### src/rtl/shift_pkg.sv
// Shared shifter definitions: default geometry, sequencer state encoding and
// the ALU shift-op control codes used by both the left and right shifters.
package shift_pkg;

    localparam int DEFAULT_WIDTH   = 32;
    localparam int DEFAULT_SHAMT_W = 5;

    typedef enum logic [1:0] {
        IDLE  = 2'd0,
        SHIFT = 2'd1,
        DONE  = 2'd2
    } state_t;

    // ALU op-decode encodings for the shift family
    typedef enum logic [1:0] {
        ALU_SLL = 2'b00,
        ALU_SRL = 2'b01,
        ALU_SRA = 2'b10
    } shift_ctrl_t;

endpackage : shift_pkg

### src/rtl/shift_stage_r.sv
// One combinational right-shift stage: shifts by 2^k when enabled, filling
// the vacated MSBs with the fill bit; otherwise passes the data through.
module shift_stage_r #(
    parameter int WIDTH   = 32,
    parameter int SHAMT_W = 5,
    parameter int K_W     = 3
) (
    input  logic [WIDTH-1:0] i_data,
    input  logic [K_W-1:0]   i_k,
    input  logic             i_en,
    input  logic             i_fill,
    output logic [WIDTH-1:0] o_data
);

    logic [WIDTH-1:0] w_cand [SHAMT_W];

    for (genvar s = 0; s < SHAMT_W; s++) begin : g_cand
        localparam int N = 2 ** s;
        assign w_cand[s] = {{N{i_fill}}, i_data[WIDTH-1:N]};
    end

    always_comb begin
        o_data = i_data;
        if (i_en) begin
            for (int s = 0; s < SHAMT_W; s++) begin
                if (i_k == K_W'(s)) begin
                    o_data = w_cand[s];
                end
            end
        end
    end

endmodule : shift_stage_r

### src/rtl/right_shift_seq.sv
// Iterative right shifter: one binary-weighted stage per clock, lowest first.
// Define ARSHIFT_EN to let `arith` select sign fill; otherwise fill is always 0.
module right_shift_seq
    import shift_pkg::*;
#(
    parameter int WIDTH   = DEFAULT_WIDTH,
    parameter int SHAMT_W = DEFAULT_SHAMT_W
) (
    input  logic               clk,
    input  logic               rst_n,
    input  logic               in_valid,
    output logic               in_ready,
    input  logic [WIDTH-1:0]   a,
    input  logic [SHAMT_W-1:0] b,
    input  logic               arith,
    output logic               out_valid,
    input  logic               out_ready,
    output logic [WIDTH-1:0]   out,
    output state_t             dbg_state
);

    localparam int K_W = (SHAMT_W > 1) ? $clog2(SHAMT_W) : 1;
    localparam logic [K_W-1:0] LAST_K = K_W'(SHAMT_W - 1);

    state_t             r_state;
    state_t             w_state_nxt;
    logic [WIDTH-1:0]   r_data;
    logic [SHAMT_W-1:0] r_amt;
    logic               r_fill;
    logic [K_W-1:0]     r_k;
    logic [WIDTH-1:0]   r_out;
    logic               r_out_valid;

    logic               w_accept;
    logic               w_last;
    logic               w_fill_in;
    logic [WIDTH-1:0]   w_stage;

`ifdef ARSHIFT_EN
    assign w_fill_in = arith & a[WIDTH-1];
`else
    logic w_unused_arith;
    assign w_unused_arith = arith;
    assign w_fill_in      = 1'b0;
`endif

    // Handshake: a transfer happens on a rising edge where valid && ready.
    // in_ready is also high in DONE when the result is being taken this
    // cycle, so release and the next capture can share one edge.
    always_comb begin
        w_state_nxt = r_state;
        in_ready    = 1'b0;
        w_last      = 1'b0;
        case (r_state)
            IDLE: begin
                in_ready = 1'b1;
                if (in_valid) w_state_nxt = SHIFT;
            end
            SHIFT: begin
                if (r_k == LAST_K) begin
                    w_last      = 1'b1;
                    w_state_nxt = DONE;
                end
            end
            DONE: begin
                if (out_ready) begin
                    in_ready    = 1'b1;
                    w_state_nxt = in_valid ? SHIFT : IDLE;
                end
            end
            default: w_state_nxt = IDLE;
        endcase
    end

    assign w_accept = in_valid && in_ready;

    always_ff @(posedge clk or negedge rst_n) begin
        if (!rst_n) r_state <= IDLE;
        else        r_state <= w_state_nxt;
    end

    shift_stage_r #(
        .WIDTH   (WIDTH),
        .SHAMT_W (SHAMT_W),
        .K_W     (K_W)
    ) u_stage (
        .i_data (r_data),
        .i_k    (r_k),
        .i_en   (r_amt[r_k]),
        .i_fill (r_fill),
        .o_data (w_stage)
    );

    always_ff @(posedge clk or negedge rst_n) begin
        if (!rst_n) begin
            r_data <= '0;
            r_amt  <= '0;
            r_fill <= 1'b0;
            r_k    <= '0;
        end else if (w_accept) begin
            r_data <= a;
            r_amt  <= b;
            r_fill <= w_fill_in;
            r_k    <= '0;
        end else if (r_state == SHIFT) begin
            r_data <= w_stage;
            r_k    <= r_k + 1'b1;
        end
    end

    // The result register only loads from the final stage, so a partial
    // value can never be presented with out_valid high.
    always_ff @(posedge clk or negedge rst_n) begin
        if (!rst_n) begin
            r_out       <= '0;
            r_out_valid <= 1'b0;
        end else if (w_last) begin
            r_out       <= w_stage;
            r_out_valid <= 1'b1;
        end else if (r_state == DONE && out_ready) begin
            r_out_valid <= 1'b0;
        end
    end

    assign out       = r_out;
    assign out_valid = r_out_valid;
    assign dbg_state = r_state;

endmodule : right_shift_seq
### config.mk
export PLATFORM = sky130hd
export DESIGN_NAME = right_shift_seq
export DESIGN_NICKNAME = d
export VERILOG_FILES = /design/src/rtl/shift_pkg.sv /design/src/rtl/shift_stage_r.sv /design/src/rtl/right_shift_seq.sv
export SDC_FILE = /design/constraint.sdc
export NUM_CORES = 1
export LEC_CHECK = 0
export BUFFER_PORTS_ARGS = -buffer_cell sky130_fd_sc_hd__buf_2
export CAP_MARGIN = 10
export CELL_PAD_IN_SITES_DETAIL_PLACEMENT = 0
export CELL_PAD_IN_SITES_GLOBAL_PLACEMENT = 2
export CORE_ASPECT_RATIO = 1.75
export CORE_MARGIN = 1.5
export CORE_UTILIZATION = 37
export CTS_CLUSTER_SIZE = 20
export DETAILED_ROUTE_END_ITERATION = 6
export PLACE_DENSITY = 0.87
export SYNTH_ARGS = -nofsm -noshare
export SYNTH_HDL_FRONTEND = slang
export SYNTH_SLANG_ARGS = --single-unit
### constraint.sdc
create_clock -name clk -period 6.79 [get_ports clk]
set_clock_uncertainty 0.05 [all_clocks]
set_input_delay 0.3395 -clock clk [delete_from_list [all_inputs] [get_ports clk]]
set_output_delay 0.3395 -clock clk [all_outputs]
set_load 0.005 [all_outputs]
==> summary.txt <==
Synth
  – Synth Warn #: 0
  – Seq cells post-synth: 75
  – Asr flop ratio synth: 1.000
  – EDFF count, synth: 0
  – Netlist cell types: 56
  – Synth area leaders: dfrtp_1 (38%), nand2_1 (5.8%), o21ai_0 (4.6%)
  – Ys flop type: dfrtp_1
  – Synth Net Count: 661
  – Mapped Avg Cell Area: 8.143 um2
  – Mapped Cells: 614
  – Post-synthesis cell type with the largest combined area: dfrtp_1
  – Post-synth top area share: 0.3754
  – Synthesized area: 5000 um2
  – Sequential cell area fraction in the yosys report: 0.3754

Routing
  – Drt pass-1 iters: 5
  – DR iter-0 viols: 447
  – Vias per cell: 6.011
  – Residual DRC: 0
  – Avg WL per Cell: 20.06 um
  – Via Count: 4965
  – WL final: 16570 um
  – Post-route ant nets: 0

Critical path
  – CP max-delay cell: nor2b_2
  – Critical path data required time: 6.95 ns
  – Critical Path AT: 3.28 ns
  – CP endpoint kind: flop
  – Crit path buf inv count: 1
  – Critical-path cell list: inv_1 -> ha_1 -> nor2b_2 -> nand2b_1 -> a32o_1 -> o22ai_1 -> nand3_1
  – Worst Path Class, Setup: reg -> reg
  – CP Launch Type: flop
  – Worst path top cell family by delay: simple AND/OR/NAND/NOR gates
  – CP max stage delay: 0.99 ns
  – Crit-path max FO: 24

Timing
  – Fmax achieved: 321.4 MHz
  – Tmin final: 3.112 ns
  – Tcrit/Tclk final: 0.4583
  – Worst Max-Slew Pin Slew: 1.114 ns
  – Final setup viols: 0
  – Final slew viol count: 0
  – Final Hold Fails: 0
  – Max-slew headroom: 0.2575
  – RSZ-0062 raised after global routing: no
  – Setup TNS: 0 ns

Floorplanning
  – Vert. Die Dim: 156.8 um
  – Initial Utilization: 0.3756
  – Row count: 56
  – Core Region: 13310 um2
  – IO Pins: 78
  – Die W: 90.88 um
  – Die area: 14250 um2

Final layout
  – Area Growth Syn to Fin: 13.86%
  – Layout cells sized above 1: 0.1840
  – Nets@finish: 694
  – # diodes: 0
  – Utilization after layout: 0.4276

GRT
  – Largest net degree at the start of global routing: 76
  – GRT Total Usage: 0.2344
  – Initial antenna violation count: 0
  – Final global-route overflow total: 0
  – First-pass GRT wire length: 25990 um
  – Vias in the first global route: 4848

Placement
  – Placer Congestion: 0.8567
  – DPL Wire Length: 11190 um
  – Port buffer count: 76

Power
  – Pleak: 2.390 nW
  – Pwr Density: 605.0 nW/um2
  – Peak supply drop: 335.7 uV

Clocking
  – PostCTS Resize Cnt: 0
  – Longest Clk Path Bufs: 2
  – Clk slew on worst S/H paths: 0.06 ns
  – CTS tree: built
  – Postcts setup bufs: 0
  – Cts-stage hold buffer count: 0
  – H-tree depth: 3
  – Cts bufs inserted: 9
  – CTS sink count: 75
  – Clock Latency Late Sink: 0.34 ns
  – CTS root buf: clkbuf_16

Hold path
  – Hold Path Class: in -> async

Run
  – Max-cap violation count: 0

Run status
  – Status: complete, no violations
-- routing by layer --
metal	track usage	routed length, um	vias up
met5	0	0	-
met4	0.1302	697	0
met3	0.03061	688	43
met2	0.4225	8874	177
met1	0.2646	6306	2433
li1	-	-	2312
-- final cells by class --
class | count | area, um2
repair buffers | 86 | 457.9
multi-input cells | 466 | 2788
flip-flops and latches | 75 | 1877
clock inverters | 6 | 90.09
clock buffers | 10 | 229.0
inverters | 9 | 33.78
well taps | 174 | 217.7
fillers | 1438 | 7620
-- layout by cell type (no fill, tap or decap), drive strengths merged, types with 2 or more instances in the layout --
cell / netlist / routed
buf: 27 / 86
nand2: 77 / 77
dfrtp: 75 / 75
nor2: 49 / 49
o21ai: 48 / 48
a21oi: 45 / 45
nand3: 40 / 40
nor3: 25 / 25
a22oi: 20 / 20
o21a: 15 / 15
nor2b: 12 / 12
nand2b: 11 / 11
o211ai: 11 / 11
a221oi: 11 / 11
clkbuf: 37 / 10
a31oi: 8 / 8
o311ai: 8 / 8
nor3b: 8 / 8
a32o: 8 / 8
o22ai: 8 / 8
or3: 8 / 8
inv: 7 / 7
mux2i: 7 / 7
o2111ai: 7 / 7
nor4: 5 / 5
ha: 5 / 5
clkinv: 2 / 5
o221ai: 4 / 4
and2: 3 / 3
o31ai: 3 / 3
and3: 2 / 2
mux2: 2 / 2
bufinv: 0 / 2
a211oi: 2 / 2
-- Yosys cell counts, drive strengths merged, types with 11 or more instances --
| cell type | instances |
|---|---|
| nand2 | 77 |
| dfrtp | 75 |
| nor2 | 49 |
| o21ai | 48 |
| a21oi | 45 |
| nand3 | 40 |
| clkbuf | 37 |
| buf | 27 |
| nor3 | 25 |
| a22oi | 20 |
| o21a | 15 |
| nor2b | 12 |
| a221oi | 11 |
| nand2b | 11 |
| o211ai | 11 |
-- stage by stage --
step	instance area [um2]	hold WS [ns]	setup slack, ns	power (mW)	cells
global route	5693	0.1539	3.487	3.698	826
finish	5693	0.1011	3.678	3.444	826
detailed placement	5374	0.4095	3.731	2.912	810
global placement	5374	0.4018	3.833	2.861	810
floorplan	5000	-0.006091	4.537	2.347	614
CTS	5693	0.1328	3.715	3.443	826
-- path summary, 6_finish.rpt --
path / startpoint / to / slack (ns) / depth (start not counted)
max: r_k[0]$_DFFE_PN0P_ / r_data[23]$_DFFE_PN0P_ / 3.68 / 7
min: rst_n / out[20]$_DFFE_PN0P_ / 0.10 / 1
max reg2reg: r_k[0]$_DFFE_PN0P_ / r_data[23]$_DFFE_PN0P_ / 3.68 / 7
min reg2reg: out[10]$_DFFE_PN0P_ / out[10]$_DFFE_PN0P_ / 0.42 / 2
max in group asynchronous: rst_n / r_data[14]$_DFFE_PN0P_ / 5.95 / 1
min in group clk: b[2] / r_amt[2]$_DFFE_PN0P_ / 0.14 / 3
-- registers in the layout (all words and copies together), names as in the netlist --
name	flops
dbg_state	2
out_valid	1
r_data	32
out	32
r_k	3
r_amt	5
-- report_power, final --
group	internal (mW)	switching [mW]	total, mW
combinational	0.758	1.15	1.91
sequential	0.666	0.344	1.01
clock	0.323	0.200	0.522
total	1.75	1.70	3.44
-- cell families after synthesis --
group | after synthesis | synth area share
adders and majority gates | 5 | 0.01251
DFF | 75 | 0.3754
AOI/OAI and AO/OA | 205 | 0.2775
and+or+nand+nor | 246 | 0.2432
buffers and inverters | 73 | 0.06757
muxes | 10 | 0.02377
(Power assumes the default switching activity.)
